===== src/rtl/exe_div.sv =====
// Multi-cycle RV32M divider for the EXE stage: radix-2 restoring, one quotient bit per cycle.
// Holds the pipeline via stall_req_o and emits a one-cycle result pulse for writeback.
//
// state | meaning
// IDLE  | waiting for a divide/remainder op
// CALC  | one restoring step per clock, DATA_WIDTH steps in total
// DONE  | result_o/reg_waddr_o valid for exactly one cycle
module exe_div #(
  parameter int DATA_WIDTH = 32
) (
  input  logic                  clk_i,
  input  logic                  rst_i,
  input  logic                  start_i,
  input  logic [1:0]            op_i,
  input  logic [DATA_WIDTH-1:0] op1_i,
  input  logic [DATA_WIDTH-1:0] op2_i,
  input  logic [4:0]            reg_waddr_i,
  input  logic                  flush_i,
  output logic                  stall_req_o,
  output logic                  busy_o,
  output logic                  result_valid_o,
  output logic [DATA_WIDTH-1:0] result_o,
  output logic [4:0]            reg_waddr_o
);

  localparam int CW = $clog2(DATA_WIDTH);
  localparam logic [DATA_WIDTH-1:0] INT_MIN = {1'b1, {(DATA_WIDTH-1){1'b0}}};

  localparam logic [1:0] IDLE = 2'd0;
  localparam logic [1:0] CALC = 2'd1;
  localparam logic [1:0] DONE = 2'd2;

  logic [1:0]            state;
  logic [CW-1:0]         count;
  logic                  op_rem;
  logic                  neg_q;
  logic                  neg_r;
  logic [4:0]            waddr_q;
  logic [DATA_WIDTH-1:0] dvd_q;
  logic [DATA_WIDTH-1:0] dsr_q;
  logic [DATA_WIDTH-1:0] rem_q;

  logic                  sgn_op;
  logic                  sign1;
  logic                  sign2;
  logic [DATA_WIDTH-1:0] abs1;
  logic [DATA_WIDTH-1:0] abs2;
  logic                  div0;
  logic                  ovf;
  logic [DATA_WIDTH-1:0] special_res;
  logic [DATA_WIDTH:0]   rem_sh;
  logic                  q_bit;
  logic [DATA_WIDTH-1:0] rem_nx;
  logic [DATA_WIDTH-1:0] quo_nx;
  logic [DATA_WIDTH-1:0] fix_res;

  always_comb begin
    sgn_op = ~op_i[0];
    sign1  = sgn_op & op1_i[DATA_WIDTH-1];
    sign2  = sgn_op & op2_i[DATA_WIDTH-1];
    abs1   = sign1 ? -op1_i : op1_i;
    abs2   = sign2 ? -op2_i : op2_i;
    div0   = (op2_i == '0);
    ovf    = sgn_op & (op1_i == INT_MIN) & (op2_i == '1);
    if (div0)
      special_res = op_i[1] ? op1_i : '1;
    else
      special_res = op_i[1] ? '0 : INT_MIN;
  end

  // Quotient bits shift into the dividend register as its bits shift out.
  always_comb begin
    rem_sh  = {rem_q, dvd_q[DATA_WIDTH-1]};
    q_bit   = (rem_sh >= {1'b0, dsr_q});
    rem_nx  = q_bit ? DATA_WIDTH'(rem_sh - {1'b0, dsr_q}) : rem_sh[DATA_WIDTH-1:0];
    quo_nx  = {dvd_q[DATA_WIDTH-2:0], q_bit};
    if (op_rem)
      fix_res = neg_r ? -rem_nx : rem_nx;
    else
      fix_res = neg_q ? -quo_nx : quo_nx;
  end

  always_ff @(posedge clk_i or negedge rst_i) begin
    if (!rst_i) begin
      state       <= IDLE;
      count       <= '0;
      op_rem      <= 1'b0;
      neg_q       <= 1'b0;
      neg_r       <= 1'b0;
      waddr_q     <= '0;
      dvd_q       <= '0;
      dsr_q       <= '0;
      rem_q       <= '0;
      result_o    <= '0;
      reg_waddr_o <= '0;
    end else if (flush_i) begin
      state <= IDLE;
    end else begin
      case (state)
        IDLE: begin
          if (start_i) begin
            op_rem  <= op_i[1];
            waddr_q <= reg_waddr_i;
            dvd_q   <= abs1;
            dsr_q   <= abs2;
            neg_q   <= sign1 ^ sign2;
            neg_r   <= sign1;
            rem_q   <= '0;
            count   <= '0;
            if (div0 || ovf) begin
              result_o    <= special_res;
              reg_waddr_o <= reg_waddr_i;
              state       <= DONE;
            end else begin
              state <= CALC;
            end
          end
        end
        CALC: begin
          rem_q <= rem_nx;
          dvd_q <= quo_nx;
          count <= count + CW'(1);
          if (count == CW'(DATA_WIDTH-1)) begin
            result_o    <= fix_res;
            reg_waddr_o <= waddr_q;
            state       <= DONE;
          end
        end
        default: state <= IDLE;
      endcase
    end
  end

  assign stall_req_o    = ((state == IDLE) & start_i & ~flush_i) | (state == CALC);
  assign busy_o         = (state != IDLE);
  assign result_valid_o = (state == DONE);

endmodule

===== config.mk =====
export PLATFORM = sky130hd
export DESIGN_NAME = exe_div
export DESIGN_NICKNAME = d
export VERILOG_FILES = /design/src/rtl/exe_div.sv
export SDC_FILE = /design/constraint.sdc
export NUM_CORES = 1
export LEC_CHECK = 0
export ABC_AREA = 1
export BUFFER_PORTS_ARGS = -buffer_cell sky130_fd_sc_hd__buf_2
export CELL_PAD_IN_SITES_DETAIL_PLACEMENT = 0
export CELL_PAD_IN_SITES_GLOBAL_PLACEMENT = 1
export CORE_MARGIN = 8
export CORE_UTILIZATION = 39
export DETAILED_ROUTE_END_ITERATION = 10
export GPL_TIMING_DRIVEN = 0
export HOLD_SLACK_MARGIN = 0.08
export PLACE_DENSITY = 0.8
export SETUP_SLACK_MARGIN = 0.4
export SLEW_MARGIN = 20
export SYNTH_ARGS = -nofsm -noshare
export SYNTH_HDL_FRONTEND = slang
export SYNTH_SLANG_ARGS = --single-unit

===== constraint.sdc =====
create_clock -name clk_i -period 4 [get_ports clk_i]
set_input_delay 0.8 -clock clk_i [delete_from_list [all_inputs] [get_ports clk_i]]
set_output_delay 0.8 -clock clk_i [all_outputs]
set_load 0.01 [all_outputs]

==> tab_implementation.tex, run 1 <==
\begin{tabular}{lr}
\hline
Metric & Value \\
\hline
\multicolumn{2}{l}{\textbf{Synth}} \\
\quad Number of synthesized register bits & 148 \\
\quad Xor and xnor area share after synthesis & under 10\% \\
\quad Proportion of synthesized chip area in sequential cells & between 20\% and 30\% \\
\quad Synth async-reset ratio & 100.0\% \\
\quad Number of enable flip-flop cells after synthesis & 0 \\
\quad Most common cell in the netlist & nand2\_1 \\
\quad Proportion of synthesized area in mux cells & 0.07756\% \\
\quad Area share of the leading cell type in the synthesized netlist & 28.70\% \\
\quad Leading area contributor after synthesis & dfrtp\_1 \\
\quad Yosys synthesis warning count & 0 \\
\quad Number of unique standard cell types used by synthesis & 50 \\
\quad Fraction of the mapped netlist area in simple logic gates & between 30\% and 40\% \\
\quad Synthesized-area fraction occupied by ao, oa, aoi and oai cells & 14.78\% \\
\quad Post-Synthesis Mean Instance Area & 6.259 sq um \\
\quad Dominant combinational cell family by area after synthesis & simple AND/OR/NAND/NOR gates \\
\quad Adder and majority cell fraction of the synthesized area & between 3 and 4\% \\
\quad Post-synthesis instance total & between 2k and 2.5k \\
\quad Summed instance area of the synthesized netlist & around 0.013 sq mm \\
\quad Area contributors post-synth & dfrtp\_1, nand2\_1, inv\_1, nand3\_1, o21ai\_0 \\
\quad Number of nets in the synthesized netlist & about 2.2k \\
\quad Most instantiated cells after synthesis & nand2\_1, inv\_1, nor2\_1 \\
\quad Most common flop cell mapped by yosys & dfrtp\_1 \\
\multicolumn{2}{l}{\textbf{Place}} \\
\quad Gp weighted congestion & just under 1 \\
\quad Worst Setup Slack post-DPL & -887.1 ps \\
\quad Port Buffers & 114 \\
\quad Detailed placement HPWL & slightly above 40 mm \\
\multicolumn{2}{l}{\textbf{STA}} \\
\quad Worst-case setup margin in the final layout & between 60 and 70 ps \\
\quad Slew at the pin closest to its max-slew limit & 891.4 ps \\
\quad Worst slew slack as a fraction of its limit & about two fifths \\
\quad Unrepaired setup endpoints after global routing & yes \\
\quad Worst hold margin & roughly 290 ps \\
\quad Number of pins with negative max-slew slack in the final report & 0 \\
\quad Worst clock skew & around 19 ps \\
\quad Highest clock rate & roughly 250 MHz \\
\quad Ratio of final minimum period to clock period & 98.27\% \\
\quad Final setup violation count & 0 \\
\quad Final min period & around 3900 ps \\
\quad Post-Route Setup TNS & 0 ps \\
\quad Final hold violation count & 0 \\
\multicolumn{2}{l}{\textbf{Critical path}} \\
\quad Critical-path maximum fanout & 6 \\
\quad R2r setup slk & between 60 and 70 ps \\
\quad Path type of the worst setup path & reg -> reg \\
\quad Element type at the critical path end & flip-flop \\
\quad Most frequent CP cell & nand2\_1 \\
\quad Critical Path Max Stage Delay & 450 ps \\
\quad Element type at the critical path start & flip-flop \\
\quad Arrival time worst endpoint & around 4300 ps \\
\quad Worst path slowest cell & dfrtp\_2 \\
\quad Data required, critical path & approximately 4300 ps \\
\multicolumn{2}{l}{\textbf{Detailed routing}} \\
\quad Initial detailed-routing violation count & between 1k and 1.5k \\
\quad Routed wire length on met3 & 4.062 mm \\
\quad Post-detailed-route DRC marker count & 0 \\
\quad Number of search-and-repair iterations in the first detailed-routing pass & 7 \\
\quad Routed via count divided by cell count & between 5 and 6 \\
\quad Routed len/inst & about 19 microns \\
\quad Total Routed Length & between 50 and 60 mm \\
\quad Overall via count from detail\_route & between 10k and 15k \\
\quad Antenna violation net count after detailed routing & 0 \\
\quad Post-Route M1 WL & $\sim$24 mm \\
\quad Routed wl met2 & approximately 23 mm \\
\quad Max layer used & met5 \\
\multicolumn{2}{l}{\textbf{Die}} \\
\quad Floorplan die height & 197.9 microns \\
\quad Std-Cell Rows & 66 \\
\quad Top-Level Pins & about 120 \\
\quad Total die area & about 0.039 sq mm \\
\quad Starting density of the core & about 40\% \\
\quad Die Wd & approximately 200 microns \\
\quad Core Region & approximately 0.033 sq mm \\
\multicolumn{2}{l}{\textbf{Global route}} \\
\quad Global Route Usage Sum & about a quarter \\
\quad Maximum number of pins on one net before global-route repair & $\sim$90 \\
\quad Number of global-route vias before repair & 13.76k \\
\quad Grt total ovfl & 0 \\
\quad Global-route wire length before repair & roughly 80 mm \\
\quad Number of antenna violations at the first check in global routing & 2 \\
\multicolumn{2}{l}{\textbf{Cells and area}} \\
\quad Diodes inserted & 0 \\
\quad Layout cell share with drive strength beyond 1 & 19.57\% \\
\quad Area grow syn2layout & 23.83\% \\
\quad Count of nets after finishing & between 2k and 2.5k \\
\multicolumn{2}{l}{\textbf{Min path}} \\
\quad Worst min-delay path category & in -> async \\
\multicolumn{2}{l}{\textbf{Run}} \\
\quad Max-Cap Viols & 0 \\
\multicolumn{2}{l}{\textbf{Clock tree}} \\
\quad Cell at the root of the clock tree & clkbuf\_16 \\
\quad Number of buffers on the longest clock path & 2 \\
\quad Skew-Pair Late Insertion Delay & 460 ps \\
\quad TritonCTS clock tree & built \\
\quad Clock-pin slew reported for the worst setup and hold paths after clock tree synthesis & 70 ps \\
\quad H-tree depth & 4 \\
\quad TritonCTS Buffers & 17 \\
\quad Sink count of the clock tree & 148 \\
\quad Cts hold-fix bufs & 0 \\
\multicolumn{2}{l}{\textbf{Status}} \\
\quad Outcome & completed \\
\hline
\end{tabular}
==> cell families (layout without fill, tap and decap cells) <==
logic type,Yosys count,after routing
xor+xnor,54,54
fa+ha+maj,40,40
flops,148,148
buf+inv,337,549
mux,1,1
compound gates,337,337
simple gates,1145,1145
==> worst max-delay path, delay by kind of cell (launching register included) <==
| family | cells | cell delay, ps |
|---|---|---|
| and+or+nand+nor | 20 | 2300 |
| buffers and inverters | 4 | 290 |
| AOI/OAI and AO/OA | 3 | 400 |
| adders and majority gates | 2 | 350 |
| DFF | 1 | 450 |
==> flip-flops by register name, summed over array words and instances, names as in the netlist <==
register	flops
waddr_q	5
dvd_q	32
neg_q	1
op_rem	1
dsr_q	32
reg_waddr_o	5
count	5
rem_q	32
state	2
result_o	32
neg_r	1
==> cell type report <==
class                           instances  area (sq um)
Fill cell                            3443         16550
Multi-Input combinational cell       1577          8569
Sequential cell                       148          3715
Timing Repair Buffer                  180          1149
Inverter                              265          1017
Tap cell                              442         553.0
Clock buffer                           17         425.4
Buffer                                 72         390.4
Clock inverter                         15         162.7
==> layout by cell type (no fill, tap or decap), types with 18 or more instances in the layout <==
cell type and n:
nand3_1 160, buf_6 18, ha_4 29, nand4_1 32
buf_2 120, a21oi_1 77, nor2_1 199, o21ai_0 155
inv_1 222, nor2_2 21, nand2_1 592, xor2_1 37
inv_2 32, nor3_1 34, buf_4 51, o211ai_1 22
clkbuf_1 47, dfrtp_1 139, nand2_2 39
==> per-stage QoR <==
stage          util, %  cell area, sq um  instances
3_3_place_gp     43.52             14160       2618
2_1_floorplan        -             13040       2062
5_1_grt          49.12             15980       2716
4_1_cts          47.81             15550       2694
3_5_place_dp     43.64             14200       2619
6_report         49.12             15980       2716
==> routing by layer <==
metal | track usage [%] | vias up
met1 | 37.21 | 6916
met3 | 5.144 | 86
li1 | - | 7086
met4 | 7.771 | 4
met2 | 40.88 | 593
met5 | 0 | -
==> timing repair <==
action,CTS,global route
endpoints found under the setup margin,39,31
gates resized for setup,106,78
buffers inserted,43,22
gates cloned,0,0
pin swaps,34,47
==> worst paths after layout <==
kind                               from  cells past startpoint      endpoint
setup / recovery              dsr_q[24]                     29  result_o[28]
hold / removal                    rst_i                      1     rem_q[27]
setup reg to reg              dsr_q[24]                     29  result_o[28]
hold reg to reg            result_o[25]                      2  result_o[25]
max in group asynchronous         rst_i                      2  result_o[26]
min in group clk_i         result_o[25]                      2  result_o[25]
Power of run 1 is not shown: default switching activity piles up to over one toggle a cycle in this logic, so the estimate is an artifact.
==> inputs of run 2 (changes only) <==
--- a/config.mk
+++ b/config.mk
@@ -10,11 +10,11 @@
 export CELL_PAD_IN_SITES_DETAIL_PLACEMENT = 0
 export CELL_PAD_IN_SITES_GLOBAL_PLACEMENT = 1
 export CORE_MARGIN = 8
-export CORE_UTILIZATION = 39
+export CORE_UTILIZATION = 30
 export DETAILED_ROUTE_END_ITERATION = 10
 export GPL_TIMING_DRIVEN = 0
 export HOLD_SLACK_MARGIN = 0.08
-export PLACE_DENSITY = 0.8
+export PLACE_DENSITY = 0.65
 export SETUP_SLACK_MARGIN = 0.4
 export SLEW_MARGIN = 20
 export SYNTH_ARGS = -nofsm -noshare
==> tab_implementation.tex, run 2 (synthesis gave the netlist of run 1 again) <==
\begin{tabular}{lr}
\hline
Metric & Value \\
\hline
\multicolumn{2}{l}{\textbf{Global route}} \\
\quad Global-route wire length before repair & 83.66 mm (+4.1\%) \\
\quad Global Route Usage Sum & 21.92\% (-4.6 points) \\
\quad Number of global-route vias before repair & 13.84k (+0.60\%) \\
\quad Maximum number of pins on one net before global-route repair & 90 (-2.2\%) \\
\quad Grt total ovfl & 0 (unchanged) \\
\quad Number of antenna violations at the first check in global routing & 1 (-1) \\
\multicolumn{2}{l}{\textbf{Min path}} \\
\quad Worst min-delay path category & in -> async \\
\multicolumn{2}{l}{\textbf{Die}} \\
\quad Die Wd & 223.4 microns (+13\%) \\
\quad Floorplan die height & 223.4 microns (+13\%) \\
\quad Top-Level Pins & 115 (unchanged) \\
\quad Starting density of the core & 30.16\% (-9.5 points) \\
\quad Total die area & 0.04991 sq mm (+27\%) \\
\quad Std-Cell Rows & 76 (+15\%) \\
\quad Core Region & 0.04279 sq mm (+32\%) \\
\multicolumn{2}{l}{\textbf{STA}} \\
\quad Number of pins with negative max-slew slack in the final report & 0 (unchanged) \\
\quad Ratio of final minimum period to clock period & 97.32\% (-0.95 points) \\
\quad Worst clock skew & 7.636 ps (-11.26 ps) \\
\quad Final setup violation count & 0 (unchanged) \\
\quad Unrepaired setup endpoints after global routing & yes \\
\quad Final hold violation count & 0 (unchanged) \\
\quad Worst slew slack as a fraction of its limit & 42.28\% (+1.9 points) \\
\quad Final min period & 3893 ps (-38.10 ps) \\
\quad Highest clock rate & 256.9 MHz (+0.98\%) \\
\quad Slew at the pin closest to its max-slew limit & 865.8 ps (-25.60 ps) \\
\quad Worst-case setup margin in the final layout & 107.1 ps (+38.10 ps) \\
\multicolumn{2}{l}{\textbf{Place}} \\
\quad Detailed placement HPWL & 44.18 mm (+8.0\%) \\
\quad DP Area & 0.01433 sq mm (+0.92\%) \\
\quad Gp weighted congestion & 0.9263 (-3.6\%) \\
\quad Worst Setup Slack post-DPL & -1220 ps (-333.2 ps) \\
\quad Port Buffers & 114 (unchanged) \\
\quad Post-Place Cells & 2723 (+4.0\%) \\
\multicolumn{2}{l}{\textbf{Clock tree}} \\
\quad Skew-Pair Late Insertion Delay & 460 ps (about the same) \\
\quad Sink count of the clock tree & 148 (unchanged) \\
\quad Cell at the root of the clock tree & clkbuf\_16 \\
\quad Number of buffers on the longest clock path & 2 (unchanged) \\
\quad H-tree depth & 4 (unchanged) \\
\quad TritonCTS clock tree & built \\
\quad TritonCTS Buffers & 17 (unchanged) \\
\quad Cts hold-fix bufs & 0 (unchanged) \\
\quad Clock-pin slew reported for the worst setup and hold paths after clock tree synthesis & 70 ps (about the same) \\
\multicolumn{2}{l}{\textbf{Detailed routing}} \\
\quad Routed len/inst & 19.68 microns (+1.9\%) \\
\quad Total Routed Length & 55.12 mm (+5.1\%) \\
\quad Overall via count from detail\_route & 14.39k (-2.0\%) \\
\quad Routed via count divided by cell count & 5.138 (-5.0\%) \\
\quad Initial detailed-routing violation count & 1221 (-18\%) \\
\quad Number of search-and-repair iterations in the first detailed-routing pass & 5 (-2) \\
\quad Antenna violation net count after detailed routing & 0 (unchanged) \\
\quad Post-detailed-route DRC marker count & 0 (unchanged) \\
\multicolumn{2}{l}{\textbf{Critical path}} \\
\quad Data required, critical path & 4350 ps (about the same) \\
\quad R2r setup slk & 110 ps (+40 ps) \\
\quad Worst path slowest cell & dfrtp\_2 \\
\quad Element type at the critical path start & flip-flop \\
\quad Element type at the critical path end & flip-flop \\
\quad Critical Path Max Stage Delay & 460 ps (about the same) \\
\quad CP bufs+invs & 3 (-1) \\
\quad Path type of the worst setup path & reg -> reg \\
\quad Critical-path maximum fanout & 3 (-3) \\
\quad Arrival time worst endpoint & 4240 ps (-30 ps) \\
\quad Family with the most delay on the worst path & simple AND/OR/NAND/NOR gates \\
\multicolumn{2}{l}{\textbf{Cells and area}} \\
\quad Count of nets after finishing & 2359 (-0.72\%) \\
\quad Area grow syn2layout & 26.07\% \\
\quad Number of standard cells in the final layout excluding fillers & 2801 (+3.1\%) \\
\quad Finished Core Util & 38.02\% (-11 points) \\
\quad Summed area of non-filler cells in the final layout & 0.01627 sq mm (+1.8\%) \\
\quad Diodes inserted & 0 (unchanged) \\
\quad Layout cell share with drive strength beyond 1 & 20.44\% (+0.87 points) \\
\quad Most common cell after layout, fill and taps aside & nand2\_1 \\
\quad Most frequent cells in the layout & nand2\_1, inv\_1, nor2\_1 \\
\multicolumn{2}{l}{\textbf{Run}} \\
\quad Max-Cap Viols & 0 (unchanged) \\
\multicolumn{2}{l}{\textbf{Status}} \\
\quad Outcome & completed \\
\hline
\end{tabular}
==> run 2: cell count changes in the layout (fill, tap and decap cells not counted), moves of 6 or more <==
| cell | delta |
|---|---|
| nor2_4 | +10 |
| nand2_2 | +15 |
| inv_2 | -6 |
| nand2_1 | -19 |
| buf_6 | -9 |
| buf_4 | -8 |
| inv_1 | +8 |
| nand3_1 | -18 |
| nand3_2 | +10 |
| nand3_4 | +8 |
==> run 2: through the flow <==
step                hold slack (ps)  setup TNS, ps
floorplan                     442.2              0
finish                        292.1              0
CTS                           295.3         -15.17
detailed placement            460.5         -32140
global route                  320.5         -448.3
global placement              455.4         -90640
==> run 2: what timing repair did <==
| action | in CTS | in global routing |
|---|---|---|
| endpoints found under the setup margin | 39 | 30 |
| gates resized for setup | 80 | 162 |
| pin swaps | 23 | 57 |
| buffers inserted | 15 | 33 |
==> run 2: final cells by class <==
cell class	count	area, sq um
Buffer	72	394.1
Clock buffer	22	494.2
Clock inverter	8	98.84
Fill cell	4729	26520
Inverter	265	1012
Multi-Input combinational cell	1577	8874
Sequential cell	148	3720
Tap cell	546	683.2
Timing Repair Buffer	163	994.7
==> run 2: path summary, 6_finish.rpt <==
kind                             start      endpoint  depth (start not counted)
setup / recovery             rem_q[21]  result_o[28]                         28
hold / removal                   rst_i     dsr_q[26]                          1
max in group asynchronous        rst_i  result_o[15]                          2
hold reg to reg            result_o[8]   result_o[8]                          2
setup reg to reg             rem_q[21]  result_o[28]                         28
min in group clk_i         result_o[8]   result_o[8]                          2
==> run 2: routing by layer <==
layer / global-route usage (%) / vias to the layer above / share of wire, %
met5: 0 / - / 0
li1: - / 7054 / -
met4: 9.410 / 0 / 3.7
met1: 30.04 / 6819 / 47
met2: 33.33 / 430 / 43
met3: 4.005 / 88 / 6.0
Power of run 2 is left out for the same reason.
==> inputs of run 3 (changes only) <==
--- a/config.mk
+++ b/config.mk
@@ -5,7 +5,6 @@
 export SDC_FILE = /design/constraint.sdc
 export NUM_CORES = 1
 export LEC_CHECK = 0
-export ABC_AREA = 1
 export BUFFER_PORTS_ARGS = -buffer_cell sky130_fd_sc_hd__buf_2
 export CELL_PAD_IN_SITES_DETAIL_PLACEMENT = 0
 export CELL_PAD_IN_SITES_GLOBAL_PLACEMENT = 1
@@ -14,7 +13,7 @@
 export DETAILED_ROUTE_END_ITERATION = 10
 export GPL_TIMING_DRIVEN = 0
 export HOLD_SLACK_MARGIN = 0.08
-export PLACE_DENSITY = 0.65
+export PLACE_DENSITY = 0.62
 export SETUP_SLACK_MARGIN = 0.4
 export SLEW_MARGIN = 20
 export SYNTH_ARGS = -nofsm -noshare
==> tab_implementation.tex, run 3 <==
\begin{tabular}{lr}
\hline
Metric & Value \\
\hline
\multicolumn{2}{l}{\textbf{Status}} \\
\quad Outcome & complete, but fails checks \\
\quad Failing checks & negative setup slack \\
\multicolumn{2}{l}{\textbf{Synth}} \\
\quad Number of unique standard cell types used by synthesis & 80 (+60\%) \\
\quad Most instantiated cells after synthesis & nand2\_1, o21ai\_0, dfrtp\_1 \\
\quad Yosys synthesis warning count & 0 (unchanged) \\
\quad Number of nets in the synthesized netlist & 1686 (-23\%) \\
\quad Leading area contributor after synthesis & dfrtp\_1 \\
\quad Proportion of synthesized chip area in sequential cells & 30.82\% (+2.1 points) \\
\quad Number of synthesized register bits & 148 (unchanged) \\
\quad Most common flop cell mapped by yosys & dfrtp\_1 \\
\quad Most common cell in the netlist & nand2\_1 \\
\quad Synth async-reset ratio & 100.0\% (unchanged) \\
\quad Area share of the leading cell type in the synthesized netlist & 30.82\% (+2.1 points) \\
\quad Number of enable flip-flop cells after synthesis & 0 (unchanged) \\
\quad Summed instance area of the synthesized netlist & 0.01202 sq mm (-6.9\%) \\
\quad Post-synthesis instance total & 1571 (-24\%) \\
\quad Post-Synthesis Mean Instance Area & 7.648 sq um (+22\%) \\
\quad Area contributors post-synth & dfrtp\_1, o21ai\_0, nand2\_1, a21oi\_1, xnor2\_1 \\
\multicolumn{2}{l}{\textbf{Cells and area}} \\
\quad Most frequent cells in the layout & nand2\_1, o21ai\_0, dfrtp\_1 \\
\quad Layout cell share with drive strength beyond 1 & 27.81\% (+7.4 points) \\
\quad Area grow syn2layout & 36.00\% \\
\quad Count of nets after finishing & 1918 (-19\%) \\
\quad Summed area of non-filler cells in the final layout & 0.01634 sq mm (+0.43\%) \\
\quad Most common cell after layout, fill and taps aside & nand2\_1 \\
\quad Number of standard cells in the final layout excluding fillers & 2342 (-16\%) \\
\quad FILL cells & 4144 (-12\%) \\
\multicolumn{2}{l}{\textbf{Clock tree}} \\
\quad TritonCTS clock tree & built \\
\quad H-tree depth & 4 (unchanged) \\
\quad Sink count of the clock tree & 148 (unchanged) \\
\quad Cell at the root of the clock tree & clkbuf\_16 \\
\quad Cts hold-fix bufs & 0 (unchanged) \\
\quad Number of buffers on the longest clock path & 2 (unchanged) \\
\quad TritonCTS Buffers & 17 (unchanged) \\
\quad Clock-pin slew reported for the worst setup and hold paths after clock tree synthesis & 70 ps (about the same) \\
\quad Skew-Pair Late Insertion Delay & 450 ps (about the same) \\
\multicolumn{2}{l}{\textbf{Detailed routing}} \\
\quad Routed len/inst & 23.01 microns (+17\%) \\
\quad Overall via count from detail\_route & 13.07k (-9.2\%) \\
\quad Routed wl met2 & 24.13 mm (+0.89\%) \\
\quad Initial detailed-routing violation count & 1062 (-13\%) \\
\quad Number of search-and-repair iterations in the first detailed-routing pass & 6 (+1) \\
\quad Total Routed Length & 53.88 mm (-2.3\%) \\
\quad Post-detailed-route DRC marker count & 0 (unchanged) \\
\quad Max layer used & met4 \\
\quad Routed wire length on met3 & 3.675 mm (+10\%) \\
\quad Antenna violation net count after detailed routing & 0 (unchanged) \\
\quad Routed via count divided by cell count & 5.579 (+8.6\%) \\
\quad Post-Route M1 WL & 24.97 mm (-3.3\%) \\
\multicolumn{2}{l}{\textbf{STA}} \\
\quad Highest clock rate & 233.0 MHz (-9.3\%) \\
\quad Unrepaired setup endpoints after global routing & yes \\
\quad Ratio of final minimum period to clock period & 107.3\% (+10 points) \\
\quad Worst hold margin & 295.1 ps (+3.004 ps) \\
\quad Worst clock skew & 11.99 ps (+4.355 ps) \\
\quad Number of pins with negative max-slew slack in the final report & 0 (unchanged) \\
\quad Worst slew slack as a fraction of its limit & 20.48\% (-22 points) \\
\quad Final hold violation count & 0 (unchanged) \\
\quad Slew at the pin closest to its max-slew limit & 1182 ps (+316.2 ps) \\
\quad Worst-case setup margin in the final layout & -292.4 ps (-399.5 ps) \\
\quad Final min period & 4292 ps (+399.5 ps) \\
\quad Final setup violation count & 15 (+15) \\
\multicolumn{2}{l}{\textbf{Critical path}} \\
\quad Path type of the worst setup path & reg -> reg \\
\quad Family with the most delay on the worst path & compound AO/OA/AOI/OAI gates \\
\quad Element type at the critical path end & flip-flop \\
\quad Critical-path maximum fanout & 7 (+4) \\
\quad CP bufs+invs & 7 (+4) \\
\quad Critical Path Max Stage Delay & 460 ps (about the same) \\
\quad Element type at the critical path start & flip-flop \\
\quad Most frequent CP cell & buf\_12 \\
\quad Arrival time worst endpoint & 4630 ps (+390 ps) \\
\quad Worst path slowest cell & dfrtp\_2 \\
\quad List of cells traversed by the critical path & ha\_4, buf\_6, nand4\_1, nor3\_4, and3\_1, a311o\_1, o31a\_4, inv\_4, buf\_12, buf\_12, buf\_4, buf\_12, buf\_12, ha\_4, nand3\_4, nand2b\_4, nand2b\_4, o31ai\_4, xor2\_1, o22ai\_2, mux2\_2, a41o\_1 \\
\quad Data required, critical path & 4330 ps (-20 ps) \\
\multicolumn{2}{l}{\textbf{Place}} \\
\quad Gp weighted congestion & 0.9117 (-1.6\%) \\
\quad DP Area & 0.01349 sq mm (-5.9\%) \\
\quad Worst Setup Slack post-DPL & -1262 ps (-42.09 ps) \\
\quad Port Buffers & 113 (-0.88\%) \\
\quad Post-Place Cells & 2210 (-19\%) \\
\quad Detailed placement HPWL & 40.94 mm (-7.3\%) \\
\multicolumn{2}{l}{\textbf{Die}} \\
\quad Floorplan die height & 216.1 microns (-3.3\%) \\
\quad Total die area & 0.04671 sq mm (-6.4\%) \\
\quad Die Wd & 216.1 microns (-3.3\%) \\
\quad Top-Level Pins & 115 (unchanged) \\
\quad Std-Cell Rows & 73 (-3.9\%) \\
\quad Core Region & 0.03964 sq mm (-7.4\%) \\
\quad Starting density of the core & 30.31\% (+0.15 points) \\
\multicolumn{2}{l}{\textbf{Power}} \\
\quad Internal power of the cells & 0.003916 W \\
\quad Peak ir drop on the vdd network & roughly 0.33 mV \\
\quad Comb pwr share & between 40\% and 50\% \\
\quad Net Sw Power & 0.002680 W \\
\quad Part of the power in registers & between 30\% and 40\% \\
\quad Share of total power in the clock network & 27.4\% \\
\quad Cell Pwr Density & 403.6 mW/mm\^{}2 \\
\quad Switching part of the total power & about two fifths \\
\quad Pleak & around 6.7 nW \\
\multicolumn{2}{l}{\textbf{Min path}} \\
\quad Worst min-delay path category & in -> async \\
\multicolumn{2}{l}{\textbf{Global route}} \\
\quad Global-route wire length before repair & 79.80 mm (-4.6\%) \\
\quad Number of global-route vias before repair & 12.70k (-8.2\%) \\
\quad Grt total ovfl & 0 (unchanged) \\
\quad Number of antenna violations at the first check in global routing & 3 (+2) \\
\quad Maximum number of pins on one net before global-route repair & 91 (+1.1\%) \\
\quad Global Route Usage Sum & 22.07\% (+0.16 points) \\
\multicolumn{2}{l}{\textbf{Run}} \\
\quad Max-Cap Viols & 0 (unchanged) \\
\hline
\end{tabular}
-- run 3: path summary, 6_finish.rpt --
kind	from	endpoint	slack (ps)	cells past startpoint
worst max-delay path	rem_q[16]	result_o[28]	-290	22
worst min-delay path	rst_i	dsr_q[21]	300	1
worst max register to register	rem_q[16]	result_o[28]	-290	22
worst min register to register	waddr_q[1]	waddr_q[1]	470	2
max in group asynchronous	rst_i	rem_q[20]	2800	2
min in group clk_i	waddr_q[1]	waddr_q[1]	470	2
-- run 3: worst register-to-register path: cells and delay by family (launching register included) --
kind | cells | cell delay, ps
muxes | 1 | 280
adders and majority gates | 2 | 390
buffers and inverters | 7 | 750
and+or+nand+nor | 6 | 920
DFF | 1 | 460
AOI/OAI and AO/OA | 5 | 1190
xor gates and xnor gates | 1 | 210
-- run 3: repair_timing --
action                                  CTS  global route
cloned                                    0             1
endpoints found under the setup margin   41            40
gates resized for setup                 204           148
pin swaps                                57            86
buffers inserted                         49            49
endpoints found under the hold margin     0             0
-- run 3: per-layer routing --
layer  global-route usage [%]  vias to the layer above
met4                    5.681                        0
met1                    31.23                     6453
li1                         -                     6096
met3                    4.053                       68
met2                    34.17                      449
met5                        0                        -
-- run 3: logic make-up (layout without fill, tap and decap cells) --
logic type	after synthesis	in the layout	synth area share [%]
xor+xnor	132	132	9.622
fa+ha+maj	40	40	4.228
other cells	0	1	0
flops	148	148	30.82
mux	33	33	2.812
compound gates	520	521	26.27
buf+inv	150	394	4.926
simple gates	548	548	21.32
-- run 3: cell type report --
type,instances,area [sq um],area share (%)
clock buffers,20,456.7,2.795
well taps,525,656.9,4.020
diodes,1,2.502,0.01531
repair buffers,212,1450,8.874
flip-flops and latches,148,3726,22.80
inverters,58,222.7,1.363
clock inverters,12,178.9,1.095
plain buffers,92,620.6,3.798
multi-input cells,1274,9026,55.24
-- run 3: metrics by stage --
step	utilization [%]	power (W)	TNS, ps
global route	41.22	0.006933	-4963
finish	41.22	0.006596	-2984
floorplan	-	0.003317	0
global placement	33.92	0.004116	-80280
CTS	38.69	0.006267	-2298
detailed placement	34.02	0.004135	-35310
-- run 3: power groups by stage --
stage	sequential, W	combinational, W	clock, W
floorplan	0.00197	0.00135	0
global placement	0.00199	0.00212	0
detailed placement	0.00200	0.00214	0
CTS	0.00198	0.00245	0.00184
global route	0.00203	0.00302	0.00189
finish	0.00200	0.00279	0.00181
No activity file was read; power rests on OpenSTA's default activity.
